--- src/rtl/uart_pkg.sv ---
// -----------------------------------------------------------------------------
// uart_pkg
// Shared types and helpers for the UART echo design.
//   rx_state_t / tx_state_t : receiver / transmitter FSM states
//   FRAME_BITS              : start + 8 data + stop
//   DATA_BITS               : payload bits per frame
//   baud_div()              : clocks per bit, rounded to nearest
// -----------------------------------------------------------------------------
package uart_pkg;

    typedef enum logic [1:0] {RX_IDLE, RX_START, RX_DATA, RX_STOP} rx_state_t;
    typedef enum logic [1:0] {TX_IDLE, TX_START, TX_DATA, TX_STOP} tx_state_t;

    localparam int FRAME_BITS = 10;
    localparam int DATA_BITS  = FRAME_BITS - 2;

    function automatic int baud_div(input int clock_hz, input int baud);
        return (clock_hz + baud / 2) / baud;
    endfunction

endpackage

--- src/rtl/uart_rx.sv ---
// -----------------------------------------------------------------------------
// uart_rx
// 8N1 receiver: 2-flop synchronizer, mid-bit sampling FSM, byte + valid strobe.
// Ports:
//   i_clk   in   system clock, rising edge
//   i_rst   in   asynchronous active-high reset
//   i_rx    in   serial line, idle high
//   o_data  out  last received byte (valid while o_valid is high)
//   o_valid out  one-cycle strobe, the cycle after a good stop bit is sampled
// -----------------------------------------------------------------------------
module uart_rx
    import uart_pkg::*;
#(
    parameter int DIV = 10
) (
    input  logic       i_clk,
    input  logic       i_rst,
    input  logic       i_rx,
    output logic [7:0] o_data,
    output logic       o_valid
);

    localparam int            CW   = $clog2(DIV);
    localparam logic [CW-1:0] HALF = CW'(DIV / 2);
    // Counting from DIV-1 down to 0 spans exactly DIV clocks between samples.
    localparam logic [CW-1:0] FULL = CW'(DIV - 1);
    localparam logic [2:0]    LAST = 3'(DATA_BITS - 1);

    rx_state_t     r_state;
    logic          r_sync1;
    logic          r_sync2;
    logic          r_armed;
    logic [CW-1:0] r_cnt;
    logic [2:0]    r_bit_cnt;
    logic [7:0]    r_shift;
    logic          r_valid;
    logic          w_rx;

    assign w_rx    = r_sync2;
    assign o_data  = r_shift;
    assign o_valid = r_valid;

    // NOTE: all state here uses non-blocking assignments so every flop samples
    // the pre-edge values, exactly like the hardware it describes.
    always_ff @(posedge i_clk or posedge i_rst) begin
        if (i_rst) begin
            r_sync1   <= 1'b1;
            r_sync2   <= 1'b1;
            r_state   <= RX_IDLE;
            r_armed   <= 1'b0;
            r_cnt     <= '0;
            r_bit_cnt <= '0;
            r_shift   <= '0;
            r_valid   <= 1'b0;
        end else begin
            r_sync1 <= i_rx;
            r_sync2 <= r_sync1;
            r_valid <= 1'b0;
            case (r_state)
                RX_IDLE: begin
                    // Arm only after seeing a clean high, so a stuck-low line
                    // (or a trailing framing-error low) never starts a frame.
                    if (!r_armed) begin
                        if (w_rx == 1'b1) r_armed <= 1'b1;
                    end else if (w_rx == 1'b0) begin
                        r_cnt   <= HALF;
                        r_state <= RX_START;
                    end
                end
                RX_START: begin
                    if (r_cnt != '0) begin
                        r_cnt <= r_cnt - CW'(1);
                    end else if (w_rx == 1'b0) begin
                        r_cnt     <= FULL;
                        r_bit_cnt <= '0;
                        r_state   <= RX_DATA;
                    end else begin
                        r_state <= RX_IDLE;
                    end
                end
                RX_DATA: begin
                    if (r_cnt != '0) begin
                        r_cnt <= r_cnt - CW'(1);
                    end else begin
                        r_shift   <= {w_rx, r_shift[7:1]};
                        r_cnt     <= FULL;
                        r_bit_cnt <= r_bit_cnt + 3'd1;
                        if (r_bit_cnt == LAST) r_state <= RX_STOP;
                    end
                end
                RX_STOP: begin
                    if (r_cnt != '0) begin
                        r_cnt <= r_cnt - CW'(1);
                    end else begin
                        if (w_rx == 1'b1) r_valid <= 1'b1;
                        r_armed <= 1'b0;
                        r_state <= RX_IDLE;
                    end
                end
                default: r_state <= RX_IDLE;
            endcase
        end
    end

endmodule

--- src/rtl/uart_tx.sv ---
// -----------------------------------------------------------------------------
// uart_tx
// 8N1 transmitter with a ready/valid byte input. Each bit lasts DIV clocks.
// Ports:
//   i_clk   in   system clock, rising edge
//   i_rst   in   asynchronous active-high reset (line forced high)
//   i_data  in   byte to send
//   i_valid in   byte available
//   o_ready out  byte accepted this cycle when i_valid is also high
//   o_tx    out  registered serial line, idle high
// -----------------------------------------------------------------------------
module uart_tx
    import uart_pkg::*;
#(
    parameter int DIV = 10
) (
    input  logic       i_clk,
    input  logic       i_rst,
    input  logic [7:0] i_data,
    input  logic       i_valid,
    output logic       o_ready,
    output logic       o_tx
);

    localparam int            CW   = $clog2(DIV);
    localparam logic [CW-1:0] FULL = CW'(DIV - 1);
    localparam logic [2:0]    LAST = 3'(DATA_BITS - 1);

    tx_state_t     r_state;
    logic [CW-1:0] r_cnt;
    logic [2:0]    r_bit_cnt;
    logic [7:0]    r_shift;
    logic          r_tx;

    // Accepting on the last stop-bit clock lets the next start bit follow
    // with no idle gap between queued frames.
    assign o_ready = (r_state == TX_IDLE) || ((r_state == TX_STOP) && (r_cnt == '0));
    assign o_tx    = r_tx;

    always_ff @(posedge i_clk or posedge i_rst) begin
        if (i_rst) begin
            r_state   <= TX_IDLE;
            r_cnt     <= '0;
            r_bit_cnt <= '0;
            r_shift   <= '0;
            r_tx      <= 1'b1;
        end else begin
            case (r_state)
                TX_IDLE: begin
                    if (i_valid) begin
                        r_shift <= i_data;
                        r_tx    <= 1'b0;
                        r_cnt   <= FULL;
                        r_state <= TX_START;
                    end
                end
                TX_START: begin
                    if (r_cnt != '0) begin
                        r_cnt <= r_cnt - CW'(1);
                    end else begin
                        r_tx      <= r_shift[0];
                        r_shift   <= r_shift >> 1;
                        r_cnt     <= FULL;
                        r_bit_cnt <= '0;
                        r_state   <= TX_DATA;
                    end
                end
                TX_DATA: begin
                    if (r_cnt != '0) begin
                        r_cnt <= r_cnt - CW'(1);
                    end else if (r_bit_cnt == LAST) begin
                        r_tx    <= 1'b1;
                        r_cnt   <= FULL;
                        r_state <= TX_STOP;
                    end else begin
                        r_tx      <= r_shift[0];
                        r_shift   <= r_shift >> 1;
                        r_cnt     <= FULL;
                        r_bit_cnt <= r_bit_cnt + 3'd1;
                    end
                end
                TX_STOP: begin
                    if (r_cnt != '0) begin
                        r_cnt <= r_cnt - CW'(1);
                    end else if (i_valid) begin
                        r_shift <= i_data;
                        r_tx    <= 1'b0;
                        r_cnt   <= FULL;
                        r_state <= TX_START;
                    end else begin
                        r_state <= TX_IDLE;
                    end
                end
                default: r_state <= TX_IDLE;
            endcase
        end
    end

endmodule

--- src/rtl/uart_echo_top.sv ---
// -----------------------------------------------------------------------------
// uart_echo_top
// UART 8N1 loopback: bytes received on io_rx are queued in a small FIFO and
// retransmitted unchanged on io_tx at the same baud rate.
// Ports:
//   clock  in   system clock, rising edge
//   reset  in   asynchronous active-high reset
//   io_rx  in   UART receive line, idle high
//   io_tx  out  UART transmit line, idle high (registered)
// -----------------------------------------------------------------------------
module uart_echo_top
    import uart_pkg::*;
#(
    parameter int CLOCK_HZ   = 50_000_000,
    parameter int BAUD       = 115_200,
    parameter int FIFO_DEPTH = 4
) (
    input  logic clock,
    input  logic reset,
    input  logic io_rx,
    output logic io_tx
);

    localparam int DIV = baud_div(CLOCK_HZ, BAUD);
    localparam int AW  = $clog2(FIFO_DEPTH);

    generate
        if (DIV < 4) begin : g_bad_div
            $error("uart_echo_top: DIV must be at least 4");
        end
        if ((FIFO_DEPTH < 2) || ((FIFO_DEPTH & (FIFO_DEPTH - 1)) != 0)) begin : g_bad_depth
            $error("uart_echo_top: FIFO_DEPTH must be a power of 2, at least 2");
        end
    endgenerate

    logic [7:0] w_rx_data;
    logic       w_rx_valid;
    logic       w_tx_ready;
    logic       w_tx_line;
    logic       w_full;
    logic       w_empty;
    logic       w_push;
    logic       w_pop;

    logic [7:0]  r_mem [FIFO_DEPTH];
    logic [AW:0] r_wptr;
    logic [AW:0] r_rptr;

    uart_rx #(.DIV(DIV)) u_rx (
        .i_clk   (clock),
        .i_rst   (reset),
        .i_rx    (io_rx),
        .o_data  (w_rx_data),
        .o_valid (w_rx_valid)
    );

    // Pointers carry one extra wrap bit so full and empty are distinguishable.
    assign w_full  = (r_wptr[AW] != r_rptr[AW]) && (r_wptr[AW-1:0] == r_rptr[AW-1:0]);
    assign w_empty = (r_wptr == r_rptr);
    assign w_pop   = w_tx_ready && !w_empty;
    // A pop in the same cycle frees a slot, so a push into a full FIFO is kept.
    assign w_push  = w_rx_valid && (!w_full || w_pop);

    // NOTE: the storage array has no reset; the pointers alone define which
    // entries are meaningful, and leaving it unreset lets it map to RAM.
    always_ff @(posedge clock) begin
        if (w_push) r_mem[r_wptr[AW-1:0]] <= w_rx_data;
    end

    always_ff @(posedge clock or posedge reset) begin
        if (reset) begin
            r_wptr <= '0;
            r_rptr <= '0;
        end else begin
            if (w_push) r_wptr <= r_wptr + (AW+1)'(1);
            if (w_pop)  r_rptr <= r_rptr + (AW+1)'(1);
        end
    end

    uart_tx #(.DIV(DIV)) u_tx (
        .i_clk   (clock),
        .i_rst   (reset),
        .i_data  (r_mem[r_rptr[AW-1:0]]),
        .i_valid (!w_empty),
        .o_ready (w_tx_ready),
        .o_tx    (w_tx_line)
    );

    assign io_tx = w_tx_line;

endmodule

--- config.mk ---
export PLATFORM = sky130hd
export DESIGN_NAME = uart_echo_top
export DESIGN_NICKNAME = d
export VERILOG_FILES = /design/src/rtl/uart_pkg.sv /design/src/rtl/uart_rx.sv /design/src/rtl/uart_tx.sv /design/src/rtl/uart_echo_top.sv
export SDC_FILE = /design/constraint.sdc
export NUM_CORES = 1
export LEC_CHECK = 0
export ABC_AREA = 1
export ABC_CLOCK_PERIOD_IN_PS = 2480
export CAP_MARGIN = 10
export CELL_PAD_IN_SITES_DETAIL_PLACEMENT = 0
export CELL_PAD_IN_SITES_GLOBAL_PLACEMENT = 1
export CORE_AREA = 3 3 104 106
export CTS_BUF_LIST = sky130_fd_sc_hd__clkbuf_4 sky130_fd_sc_hd__clkbuf_8
export DETAILED_ROUTE_END_ITERATION = 8
export DIE_AREA = 0 0 107 109
export PLACE_DENSITY = 0.75
export SLEW_MARGIN = 25
export SYNTH_ARGS = -nofsm -noshare
export SYNTH_HDL_FRONTEND = slang
export SYNTH_SLANG_ARGS = --single-unit
--- constraint.sdc ---
create_clock -name clock -period 2.48 [get_ports clock]
set_input_delay 0.496 -clock clock [delete_from_list [all_inputs] [get_ports clock]]
set_output_delay 0.496 -clock clock [all_outputs]
set_load 0.02 [all_outputs]
==> run summary <==
Routed wire per std cell: 13.79 um
outcome: finished clean
Max-slew headroom: 70.36%
GPL Wtd Cong: 0.8185
total track usage: 17.42%
fin crit share: 83.07%
Clock Tree Buf Depth: 2
Crit Path Max Fanout: 8
Worst path slowest cell: dfrtp_1
Finished Cell Area: 0.004945 mm2
first-pass GRT wire length: 15.90 mm
Core Area: 0.009864 mm2
TritonRoute pass-1 iters: 5
reg-to-reg startpoint: u_tx.r_cnt[0]
Crit path required time: 2.55 ns
top sig layer: met4
largest net degree at the start of global routing: 39
Detailed Place HPWL: 6.749 mm
total number of vias: 3,378
Via-to-Cell Ratio: 5.019
worst hold slack: 0.3690 ns
post-route minimum period: 2.060 ns
Post-DP Area: 0.004732 mm2
DRT iter0 DRCs: 179
Final setup viols: 0
Residual DRC: 0
final WL: 9.280 mm
Post-Syn Nets: 542
DIE HEIGHT: 109 um
Cell Area, Synth: 0.004497 mm2
critical path type: flip-flop to flip-flop
most used cell, CP: nand2_2
Hold/Removal Path Class: flip-flop to flip-flop
Clock Latency Late Sink: 0.36 ns
worst slew pin tran: 0.4419 ns
port buffer count: 3
clock transition at the registers of the reported paths: 0.10 ns
number of library cell types mapped by synthesis: 37
Overflow after GRT: 0
Critical Path Source Type: flip-flop
Ant. Diodes: 0
RSZ-0062 raised after global routing: no
fin. max-slew vios: 0
Area Overhead vs Synth: 9.961%
width of the die: 107 um
Yosys warning count: 0
CTS tree: yes
H-Tree Depth: 3
flops & latches, synth: 87
Arrival @ worst endpoint: 2.13 ns
CP peak stage delay: 0.39 ns
Crit. Startpoint: u_tx.r_cnt[0]
Die ar.: 0.01166 mm2
Yosys top cell area share: 28.94%
Post-CTS Hold Buffers: 0
Max Cap Viol: 0
layout cells sized above 1: 10.74%
sequential share of the synthesized area: 52.06%
postcts setup bufs: 0
VDD IR max: 440.5 uV
Initial Utilization: 45.59%
Post-DRT Antenna Nets: 0
CTS resizes: 0
# rows: 36
NumNets Final: 558
Mapped Avg Cell Area: 8.664 um2
vias in the first global route: 3,302
total CTS buffers: 9
HP Start: u_rx.r_sync1
wl on met1: 4.455 mm
Final TNS setup: 0 ns
final hold violations: 0
CP cell instances: inv_1, ha_1, nand2_2, nor2_4, nand3_1, nand3_2, nand2_2, nor2_1, buf_4
Syn Inst Count: 519
ranking of synthesized cells by area: dfrtp_1, edfxtp_1, nand2_1, nand3_1, ha_1
io pins: 4
dominant cell type by area after synthesis: dfrtp_1
f_max: 485.4 MHz
initial antenna violation count: 0
Layout Skew: 0.01690 ns
met2 wire length: 4.475 mm
Cell Pwr Density: 1154 mW/mm2
CTS Root Cell: clkbuf_8
Lkg Pwr: 2.376 nW
Sink Count: 87
Critical Path End Type: flip-flop
Met3 Routed Length: 228 um
## cell usage after synthesis (all sizes together)
master / count
or2: 2
o21a: 1
a22oi: 1
edfxtp: 32
xor2: 5
xnor2: 3
nand3b: 4
nor2: 37
nand3: 68
inv: 53
clkbuf: 2
nor3: 1
o31ai: 1
dfrtp: 52
buf: 6
ha: 20
nand4: 13
dfstp: 3
clkinv: 2
o21ai: 24
a21oi: 10
nand2: 178
o21bai: 1
## placed cells by master, fill, tap and decap left out, types with 2 or more instances in the layout
master,count
inv_1,49
o21ai_0,15
o21ai_2,2
nor2_4,2
dfrtp_1,52
clkdlybuf4s50_1,3
o21ai_1,7
xor2_1,5
nor2_2,3
clkbuf_8,10
buf_4,9
dfstp_2,3
inv_6,2
nor2_1,32
a21oi_1,9
xnor2_1,2
ha_1,20
nand3b_1,4
edfxtp_1,32
nand2_2,4
inv_2,4
or2_2,2
nand3_1,62
nand2_4,2
nand3_2,6
nand2_1,172
nand4_1,12
## logic make-up after synthesis
| kind of cell | Yosys count | synth area share [%] |
|---|---|---|
| AOI/OAI and AO/OA | 38 | 4.702 |
| xor gates and xnor gates | 8 | 1.725 |
| adders and majority gates | 20 | 5.565 |
| buffers and inverters | 63 | 5.704 |
| DFF | 87 | 52.06 |
| and+or+nand+nor | 303 | 30.24 |
## state kept, by name, summed over array words and instances (netlist names), 2 cells and up, named ones only
| signal | cells |
|---|---|
| u_rx.r_cnt | 9 |
| u_tx.r_cnt | 9 |
| u_rx.r_bit_cnt | 3 |
| u_tx.r_state | 2 |
| u_rx.o_data | 8 |
| u_tx.r_shift | 8 |
| u_tx.r_bit_cnt | 3 |
| r_mem | 32 |
| r_rptr | 3 |
| r_wptr | 3 |
## area by class of cell
type                            count  area, um2
Clock inverter                      6      75.07
Inverter                           55      207.7
Sequential cell                    87       2341
Fill cell                         952       4920
Tap cell                          133      166.4
Clock buffer                       10      137.6
Multi-Input combinational cell    369       1899
Timing Repair Buffer               13      117.6
## path summary, 6_finish.rpt
kind,endpoint,slack (ns),cells past startpoint
setup / recovery,r_mem[0][5],0.42,9
hold / removal,u_rx.r_sync2,0.37,0
setup reg to reg,r_mem[0][5],0.42,9
hold reg to reg,u_rx.r_sync2,0.37,0
max in group asynchronous,u_rx.r_sync2,1.41,3
min in group asynchronous,u_tx.r_state[1],0.45,2
## critical path: cells and delay by family, from the launching register on
| kind | cells | cell delay (ns) |
|---|---|---|
| and+or+nand+nor | 6 | 0.82 |
| adders and majority gates | 1 | 0.24 |
| DFF | 1 | 0.39 |
| buffers and inverters | 2 | 0.31 |
## metal layers
metal	vias to the layer above	GRT usage (%)
met5	-	0
met3	10	2.487
met4	0	5.571
met1	1597	23.32
met2	44	29.45
li1	1727	-
## report_power, final
| part | total, mW | switching (mW) | internal [mW] |
|---|---|---|---|
| registers | 2.00 | 0.240 | 1.76 |
| clock network | 1.05 | 0.543 | 0.510 |
| logic | 2.65 | 1.74 | 0.907 |
## stage by stage
| step | utilization [%] | std cells | total power, mW | setup slack [ns] |
|---|---|---|---|---|
| 6_report | 50.13 | 673 | 5.705 | 0.4199 |
| 4_1_cts | 50.13 | 673 | 5.773 | 0.4261 |
| 3_5_place_dp | 47.97 | 657 | 4.700 | 0.4584 |
| 2_1_floorplan | - | 519 | 4.079 | 0.4724 |
| 3_3_place_gp | 47.97 | 657 | 4.671 | 0.5274 |
| 5_1_grt | 50.13 | 673 | 6.288 | 0.2547 |
Note: power is estimated with default switching activity, not from simulation.
